--- config.mk ---
export PLATFORM = sky130hd
export DESIGN_NAME = masked_iter_ctrl
export DESIGN_NICKNAME = d
export VERILOG_FILES = /design/src/rtl/masked_iter_ctrl.sv
export SDC_FILE = /design/constraint.sdc
export NUM_CORES = 1
export LEC_CHECK = 0
export BUFFER_PORTS_ARGS = -buffer_cell sky130_fd_sc_hd__buf_2
export CAP_MARGIN = 10
export CORE_AREA = 4 4 325 327
export CTS_BUF_LIST = sky130_fd_sc_hd__clkbuf_4 sky130_fd_sc_hd__clkbuf_8
export CTS_CLUSTER_DIAMETER = 120
export DETAILED_ROUTE_END_ITERATION = 8
export DIE_AREA = 0 0 329 331
export REMOVE_ABC_BUFFERS = 1
export SETUP_SLACK_MARGIN = 0.2
export SLEW_MARGIN = 20
export SYNTH_ARGS = -nofsm -noshare
export SYNTH_HDL_FRONTEND = slang
export SYNTH_SLANG_ARGS = --single-unit
--- constraint.sdc ---
create_clock -name clk -period 4.3 [get_ports clk]
set_clock_uncertainty 0.1 [all_clocks]
set_input_delay 0.215 -clock clk [delete_from_list [all_inputs] [get_ports clk]]
set_output_delay 0.215 -clock clk [all_outputs]
set_load 0.01 [all_outputs]
--- src/rtl/masked_iter_ctrl.sv ---
`default_nettype none
// ---------------------------------------------------------------------------
// masked_iter_ctrl : iteration controller for an external masked round datapath
// Rev 1.0
// ---------------------------------------------------------------------------
module masked_iter_ctrl #(
    parameter int SHARES = 3,
    parameter int WIDTH  = 64,
    parameter int ROUNDS = 12,
    parameter int STAGES = 2,
    parameter int RAND_W = 32
) (
    input  logic                    clk,
    input  logic                    reset,
    input  logic                    start,
    input  logic                    enc_dec,
    input  logic [SHARES*WIDTH-1:0] in_shares,
    input  logic                    seed_load,
    input  logic [RAND_W-1:0]       seed,
    input  logic [SHARES*WIDTH-1:0] dp_in,
    output logic [SHARES*WIDTH-1:0] state_shares,
    output logic [4:0]              rnd_idx,
    output logic                    stage_en,
    output logic [RAND_W-1:0]       fresh_r,
    output logic [SHARES*WIDTH-1:0] out_shares,
    output logic                    busy,
    output logic                    done
);

    localparam int c_SCNT_W = (STAGES > 1) ? $clog2(STAGES) : 1;
    localparam logic [c_SCNT_W-1:0] c_LAST_STAGE = c_SCNT_W'(STAGES - 1);
    localparam logic [4:0]          c_LAST_IDX   = 5'(ROUNDS - 1);

    // Right-shifting Galois feedback masks for maximal-length polynomials.
    function automatic logic [RAND_W-1:0] lfsr_poly(input int w);
        case (w)
            8:       lfsr_poly = RAND_W'(64'h0000_0000_0000_00B8);
            16:      lfsr_poly = RAND_W'(64'h0000_0000_0000_B400);
            24:      lfsr_poly = RAND_W'(64'h0000_0000_00E1_0000);
            32:      lfsr_poly = RAND_W'(64'h0000_0000_8020_0003);
            64:      lfsr_poly = RAND_W'(64'hD800_0000_0000_0000);
            default: lfsr_poly = RAND_W'(64'h0000_0000_8020_0003);
        endcase
    endfunction

    localparam logic [RAND_W-1:0] c_POLY = lfsr_poly(RAND_W);

    typedef enum logic [1:0] {
        S_IDLE  = 2'd0,
        S_ROUND = 2'd1,
        S_DONE  = 2'd2
    } state_t;

    state_t                    r_state;
    state_t                    w_state_nxt;
    logic [SHARES*WIDTH-1:0]   r_state_sh;
    logic [SHARES*WIDTH-1:0]   r_out_sh;
    logic [4:0]                r_rnd_idx;
    logic [c_SCNT_W-1:0]       r_stage_cnt;
    logic                      r_dec;
    logic [RAND_W-1:0]         r_lfsr;
    logic [RAND_W-1:0]         w_lfsr_step;
    logic                      w_stage_last;
    logic                      w_round_last;
    logic                      w_busy;
    logic                      w_done;
    logic                      w_stage_en;

    assign w_stage_last = (r_stage_cnt == c_LAST_STAGE);
    assign w_round_last = r_dec ? (r_rnd_idx == 5'd0) : (r_rnd_idx == c_LAST_IDX);
    assign w_lfsr_step  = {1'b0, r_lfsr[RAND_W-1:1]} ^ (r_lfsr[0] ? c_POLY : '0);

    always_ff @(posedge clk or negedge reset) begin
        if (!reset) begin
            r_state <= S_IDLE;
        end else begin
            r_state <= w_state_nxt;
        end
    end

    always_comb begin
        w_state_nxt = r_state;
        w_busy      = 1'b0;
        w_done      = 1'b0;
        w_stage_en  = 1'b0;
        case (r_state)
            S_IDLE: begin
                if (start) begin
                    w_state_nxt = S_ROUND;
                end
            end
            S_ROUND: begin
                w_busy     = 1'b1;
                w_stage_en = 1'b1;
                if (w_stage_last && w_round_last) begin
                    w_state_nxt = S_DONE;
                end
            end
            S_DONE: begin
                w_busy      = 1'b1;
                w_done      = 1'b1;
                w_state_nxt = S_IDLE;
            end
            default: w_state_nxt = S_IDLE;
        endcase
    end

    // The index is held on the final load so it never leaves 0..ROUNDS-1.
    always_ff @(posedge clk or negedge reset) begin
        if (!reset) begin
            r_state_sh  <= '0;
            r_out_sh    <= '0;
            r_rnd_idx   <= 5'd0;
            r_stage_cnt <= '0;
            r_dec       <= 1'b0;
        end else begin
            case (r_state)
                S_IDLE: begin
                    if (start) begin
                        r_state_sh  <= in_shares;
                        r_dec       <= enc_dec;
                        r_rnd_idx   <= enc_dec ? c_LAST_IDX : 5'd0;
                        r_stage_cnt <= '0;
                    end
                end
                S_ROUND: begin
                    r_stage_cnt <= w_stage_last ? '0 : r_stage_cnt + 1'b1;
                    if (w_stage_last) begin
                        r_state_sh <= dp_in;
                        if (w_round_last) begin
                            r_out_sh <= dp_in;
                        end else begin
                            r_rnd_idx <= r_dec ? r_rnd_idx - 5'd1 : r_rnd_idx + 5'd1;
                        end
                    end
                end
                default: ;
            endcase
        end
    end

    always_ff @(posedge clk or negedge reset) begin
        if (!reset) begin
            r_lfsr <= RAND_W'(1);
        end else if (seed_load) begin
            r_lfsr <= (seed == '0) ? RAND_W'(1) : seed;
        end else if (r_state == S_ROUND) begin
            r_lfsr <= w_lfsr_step;
        end
    end

    assign state_shares = r_state_sh;
    assign rnd_idx      = r_rnd_idx;
    assign stage_en     = w_stage_en;
    assign fresh_r      = r_lfsr;
    assign out_shares   = r_out_sh;
    assign busy         = w_busy;
    assign done         = w_done;

endmodule
`default_nettype wire

After elaboration in Yosys (flattened, before gate mapping)
Index checks and enable logic that the tools add are counted.
{"block": "word_totals", "latchBits": 0, "output_inout_bits": 424, "romBits": 0, "mem_bits_rw": 0, "reg_bits": 425, "mem_count": 0}
{"block": "classes", "div": 0, "n_eq_ne": 7, "n_lt_le_gt_ge": 0, "add_sub_neg": 3, "muxes": 23, "bitwise_logic": 1, "reduce_logical": 13, "multipliers": 0, "shift": 0}
{"cell": "two-way mux 192 bit", "n": 2}
{"cell": "one-hot mux 192 bit (2 select lines)", "n": 1}
{"cell": "two-way mux 32 bit", "n": 4}
{"cell": "zero test 32 bit", "n": 1}
{"cell": "XOR 31 x 32 -> 32 bit", "n": 1}
{"cell": "two-way mux 5 bit", "n": 4}
{"cell": "one-hot mux 5 bit (2 select lines)", "n": 1}
{"cell": "!= test 2 bit (second input constant)", "n": 4}
{"cell": "two-way mux 1 bit", "n": 6}
{"cell": "AND reduction 2 bit", "n": 3}
{"cell": "AND reduction 3 bit", "n": 2}
{"cell": "adder 5 x 1 -> 5 bit (second input constant)", "n": 1}
{"cell": "equality test 5 x 4 -> 1 bit (second input constant)", "n": 1}
{"cell": "zero test 5 bit", "n": 1}
{"cell": "subtractor 5 x 1 -> 5 bit (second input constant)", "n": 1}
{"cell": "two-way mux 2 bit", "n": 2}
{"cell": "two-way mux 4 bit", "n": 1}
{"cell": "one-hot mux 2 bit (2 select lines)", "n": 1}
{"cell": "AND reduction 4 bit", "n": 1}
{"cell": "nonzero test 2 bit", "n": 2}
{"cell": "equality test 2 x 1 -> 1 bit (second input constant)", "n": 1}
{"cell": "equality test 2 bit (second input constant)", "n": 1}
{"cell": "zero test 2 bit", "n": 1}
{"cell": "one-hot mux 1 bit (2 select lines)", "n": 1}
{"cell": "3 further kinds", "n": 3}

Depth between registers and ports, before layout
{"block": "depth", "depth_word": 5, "ltp_mapped": 11}

Worst setup path before layout
OpenSTA, ideal clock, no wires.
{"block": "synth_timing", "path_kind": "flip-flop to flip-flop", "start": "register r_state[1]", "end": "register r_rnd_idx[2] (netlist: rnd_idx[2])", "stages_incl_launch_ff": 12, "t_arrival_ns": 2.210, "path_slack_ns": 1.880, "path_buffers": 5, "setup_time_ns": 0.110, "cell_sequence": "dfrtp_1 inv_1 ha_1 buf_2 nand2b_1 o211ai_1 clkbuf_1 clkbuf_1 clkbuf_1 clkbuf_1 nand2_1 o41ai_1"}
{"block": "synth_via", "elab_chain_len": 3, "word_cells_on_any_way": 8}
{"item": "start: declaration", "line": "54", "rtl": "state_t r_state;"}
{"item": "start signal: assignment", "line": "77", "rtl": "r_state <= w_state_nxt;"}
{"item": "equality test 2 x 1 -> 1 bit / zero test 2 bit (equally long branches)", "line": "117", "rtl": "case (r_state)"}
{"item": "!= test 2 bit (no source line) / nonzero test 2 bit (equally long branches)"}
{"item": "AND reduction 4 bit (no source line)"}
{"item": "end signal: assignment", "line": "122", "rtl": "r_rnd_idx <= enc_dec ? c_LAST_IDX : 5'd0;"}
{"item": "end signal: assignment", "line": "133", "rtl": "r_rnd_idx <= r_dec ? r_rnd_idx - 5'd1 : r_rnd_idx + 5'd1;"}
{"item": "end: declaration", "line": "58", "rtl": "logic [4:0] r_rnd_idx;"}
Several ways; a longest one is shown, not always the timed one.
A chain may end at the register's enable or synchronous reset.

Worst setup path after layout
{"block": "layout_timing", "start": "register r_rnd_idx[0] (netlist: rnd_idx[0])", "end": "register r_out_sh[96] (netlist: out_shares[96])"}
{"block": "layout_via", "elab_chain_len": 3, "word_cells_on_any_way": 4}
{"item": "equality test 5 x 4 -> 1 bit / zero test 5 bit (equally long branches)", "line": "70", "rtl": "assign w_round_last = r_dec ? (r_rnd_idx == 5'd0) : (r_rnd_idx == c_LAST_IDX);"}
{"item": "two-way mux 1 bit *", "line": "70"}
{"item": "AND reduction 3 bit (no source line) *"}
{"item": "end signal: assignment", "line": "131", "rtl": "r_out_sh <= dp_in;"}
{"item": "end: declaration", "line": "57", "rtl": "logic [SHARES*WIDTH-1:0] r_out_sh;"}
Mark *: on every way between the ends. The rest lies on a longest branch, timed or not.

==> results.yml <==
cts:
  cts-root-buf: "clkbuf_8"
  path_clk_slew_ns: 0.06
  htreeDepth: 3
  clkLatencyLatePin_ns: 0.66
  cts_made_buffers: 78
  cts_hold_buffers: 429
  clk_path_buf_depth: 3
  cts_tree: "yes"
  clock_sinks: 425
  cts_resized: 0
  post-cts-setup-buffers: 0
power_and_ir_drop:
  ir_worst_vdd_uv: 442
  power_mw: 21.5
  power.density_mw_per_mm2: 705
  leakage_nw: 15.3
layout:
  final_common_cell: "buf_2"
  seq_area_mm2: 0.0106
  area_growth_pct: 63.0
  fin_area_mm2: 0.0305
  final_cell_mix: "buf_2 (843), dlygate4sd3_1 (429), dfrtp_1 (424)"
  fillers: 10400
  nNetsFinal: 3173
  multi_input_area_mm2: 0.00757
  diodes: 0
  layout-drive-gt1-share: 0.433
timing:
  hold_violations: 0
  period_needed_ns: 3.22
  fin_crit_sh: 0.749
  worst_pin_slew_ns: 1.00
  setup_viol: 0
  max_freq_mhz: 310
  worst_slack_ns: 1.08
  grt_setup_unrepaired: "false"
  drv_slew: 0
  slew_headroom: 0.331
setup_path:
  path_max_fanout: 56
  critPathMaxStageDelay_ns: 0.60
  slowest_stage: "or4b_4"
  reg2reg_from: "rnd_idx[0]$_DFFE_PN0P_"
  regToRegSetupSlack_ns: 1.08
  regToRegEndpoint: "out_shares[96]$_DFFE_PN0P_"
  worstPathRequired_ns: 4.74
  crit_path_start: "rnd_idx[0]$_DFFE_PN0P_"
  crit_path_end_kind: "flop"
  path_class: "flop to flop"
  critPathLaunchType: "flop"
  cp_cell_sequence: "or4b_4 > a2111oi_4 > nand2_8 > buf_12 > mux2_4"
  worst_ep_arrival_time_ns: 3.66
  reg2reg_depth: 5
logic_synthesis:
  netlist-cell-type-count: 36
  yosysWarnings: 0
  synth_ff_type: "dfrtp_1"
  ys_seq_area_frac: 0.568
  synth_cells: 1461
  synth_area_mm2: 0.0187
  synth_edf_count: 0
  ys_ff_latch: 425
  synthArstFlopShare: 1.00
  synth_area_per_cell_um2: 12.8
route:
  wirelength_mm: 75.4
  dr.pass1.iters: 4
  drc_errors: 0
  ant_nets: 0
  drt_iter0_drc: 734
  viasPerCell: 3.99
  wl_per_cell_um: 18.0
  num_vias: 16700
placement:
  postPlaceCellArea_mm2: 0.0245
  pre_cts_ws_ns: 1.05
  hpwl_mm: 52.0
  gp_congestion: 0.855
  port_buffers: 844
die:
  die_y_um: 331
  die_width_um: 329
  core-area_mm2: 0.103
  io_pins: 845
  rows: 118
  initial_utilization: 0.182
  dieArea_mm2: 0.109
global_routing:
  antenna_found_initial: 1
  grtUsageTotal: 0.132
  grt_pass1_vias: 18100
  grt_pass1_wl_mm: 110
  overflow: 0
  grt_max_degree: 153
worst_hold_path:
  hp-class: "primary input to asynchronous set/reset pin"
outcome:
  status: "complete, no violations"
job:
  drv_cap: 0
## power breakdown
part           switching (mW)  internal (mW)  leakage [nW]  total [mW]
logic                    5.43           4.60          9.34        10.0
registers                1.24           6.02          5.09        7.25
clock network            1.80           2.44         0.902        4.24
total                    8.46           13.1          15.3        21.5
## final cells by class
cell class	count	area share
Inverter	5	0.000615
Sequential cell	425	0.349
Clock inverter	15	0.00533
Timing Repair Buffer	1302	0.291
Tap cell	1380	0.0566
Multi-Input combinational cell	933	0.248
Clock buffer	124	0.0502
## worst max path at each step
stage                                        endpoint  slack, ns  depth (start not counted)
after floorplan                rnd_idx[4]$_DFFE_PN0P_     -24.46                          5
after global placement     out_shares[31]$_DFFE_PN0P_       1.11                          5
after detailed placement  out_shares[175]$_DFFE_PN0P_       1.05                          5
after CTS                 out_shares[124]$_DFFE_PN0P_       1.06                          5
after global routing      out_shares[124]$_DFFE_PN0P_       0.93                          5
final                      out_shares[96]$_DFFE_PN0P_       1.08                          5
## critical path: cells and delay by family, from the launching register on
kind	cells	cell delay, ns
multiplexers	1	0.35
AO/OA/AOI/OAI	1	0.56
AND/OR/NAND/NOR	2	1.07
flip-flops	1	0.45
buffers and inverters	1	0.44
## through the flow
stage	hold slack [ns]	setup TNS (ns)	instances	util
2_1_floorplan	-0.181	-7547.14	1363	-
3_3_place_gp	0.258	0	3616	0.238
3_5_place_dp	0.261	0	3616	0.238
4_1_cts	0.0312	0	4184	0.297
5_1_grt	0.144	0	4184	0.297
6_report	0.147	0	4184	0.297
## cell families (layout without fill, tap and decap cells)
| group | count (synthesis) | count (layout) | synth area share |
|---|---|---|---|
| buf+inv | 103 | 1446 | 0.0287 |
| simple gates | 259 | 259 | 0.0556 |
| fa+ha+maj | 7 | 7 | 0.00508 |
| compound gates | 246 | 246 | 0.0683 |
| xor+xnor | 4 | 4 | 0.00187 |
| flops | 425 | 425 | 0.568 |
| mux | 417 | 417 | 0.272 |
## routing by layer
metal | wire length, um | track usage | vias to the layer above
met1 | 28600 | 0.148 | 8036
met4 | 4140 | 0.0758 | 2
li1 | - | - | 7669
met2 | 35700 | 0.216 | 798
met3 | 6910 | 0.0462 | 209
met5 | 13 | 0 | -
## cells in the mapped netlist (2+ instances only)
library cell / number / area, um2
buf_1: 11 / 41.3
nor2b_1: 2 / 12.5
clkbuf_1: 66 / 248
nand2_1: 232 / 871
nor4_1: 8 / 50.1
mux2_4: 180 / 2700
xnor2_1: 4 / 35.0
inv_1: 5 / 18.8
ha_1: 6 / 75.1
o211ai_1: 2 / 15.0
and4_1: 2 / 17.5
buf_6: 20 / 225
mux2i_1: 221 / 2210
nand3_1: 2 / 10.0
a21oi_1: 10 / 50.1
mux2_2: 16 / 180
nor2_1: 5 / 18.8
nand2b_1: 2 / 12.5
o21ai_0: 227 / 1140
dfrtp_1: 424 / 10600
## registers in the layout (all words and copies together), names as in the netlist
| register | flops |
|---|---|
| rnd_idx | 5 |
| out_shares | 192 |
| fresh_r | 32 |
| r_dec | 1 |
| state_shares | 192 |
| r_state | 2 |
| r_stage_cnt | 1 |
No activity file was read; power rests on OpenSTA's default activity.
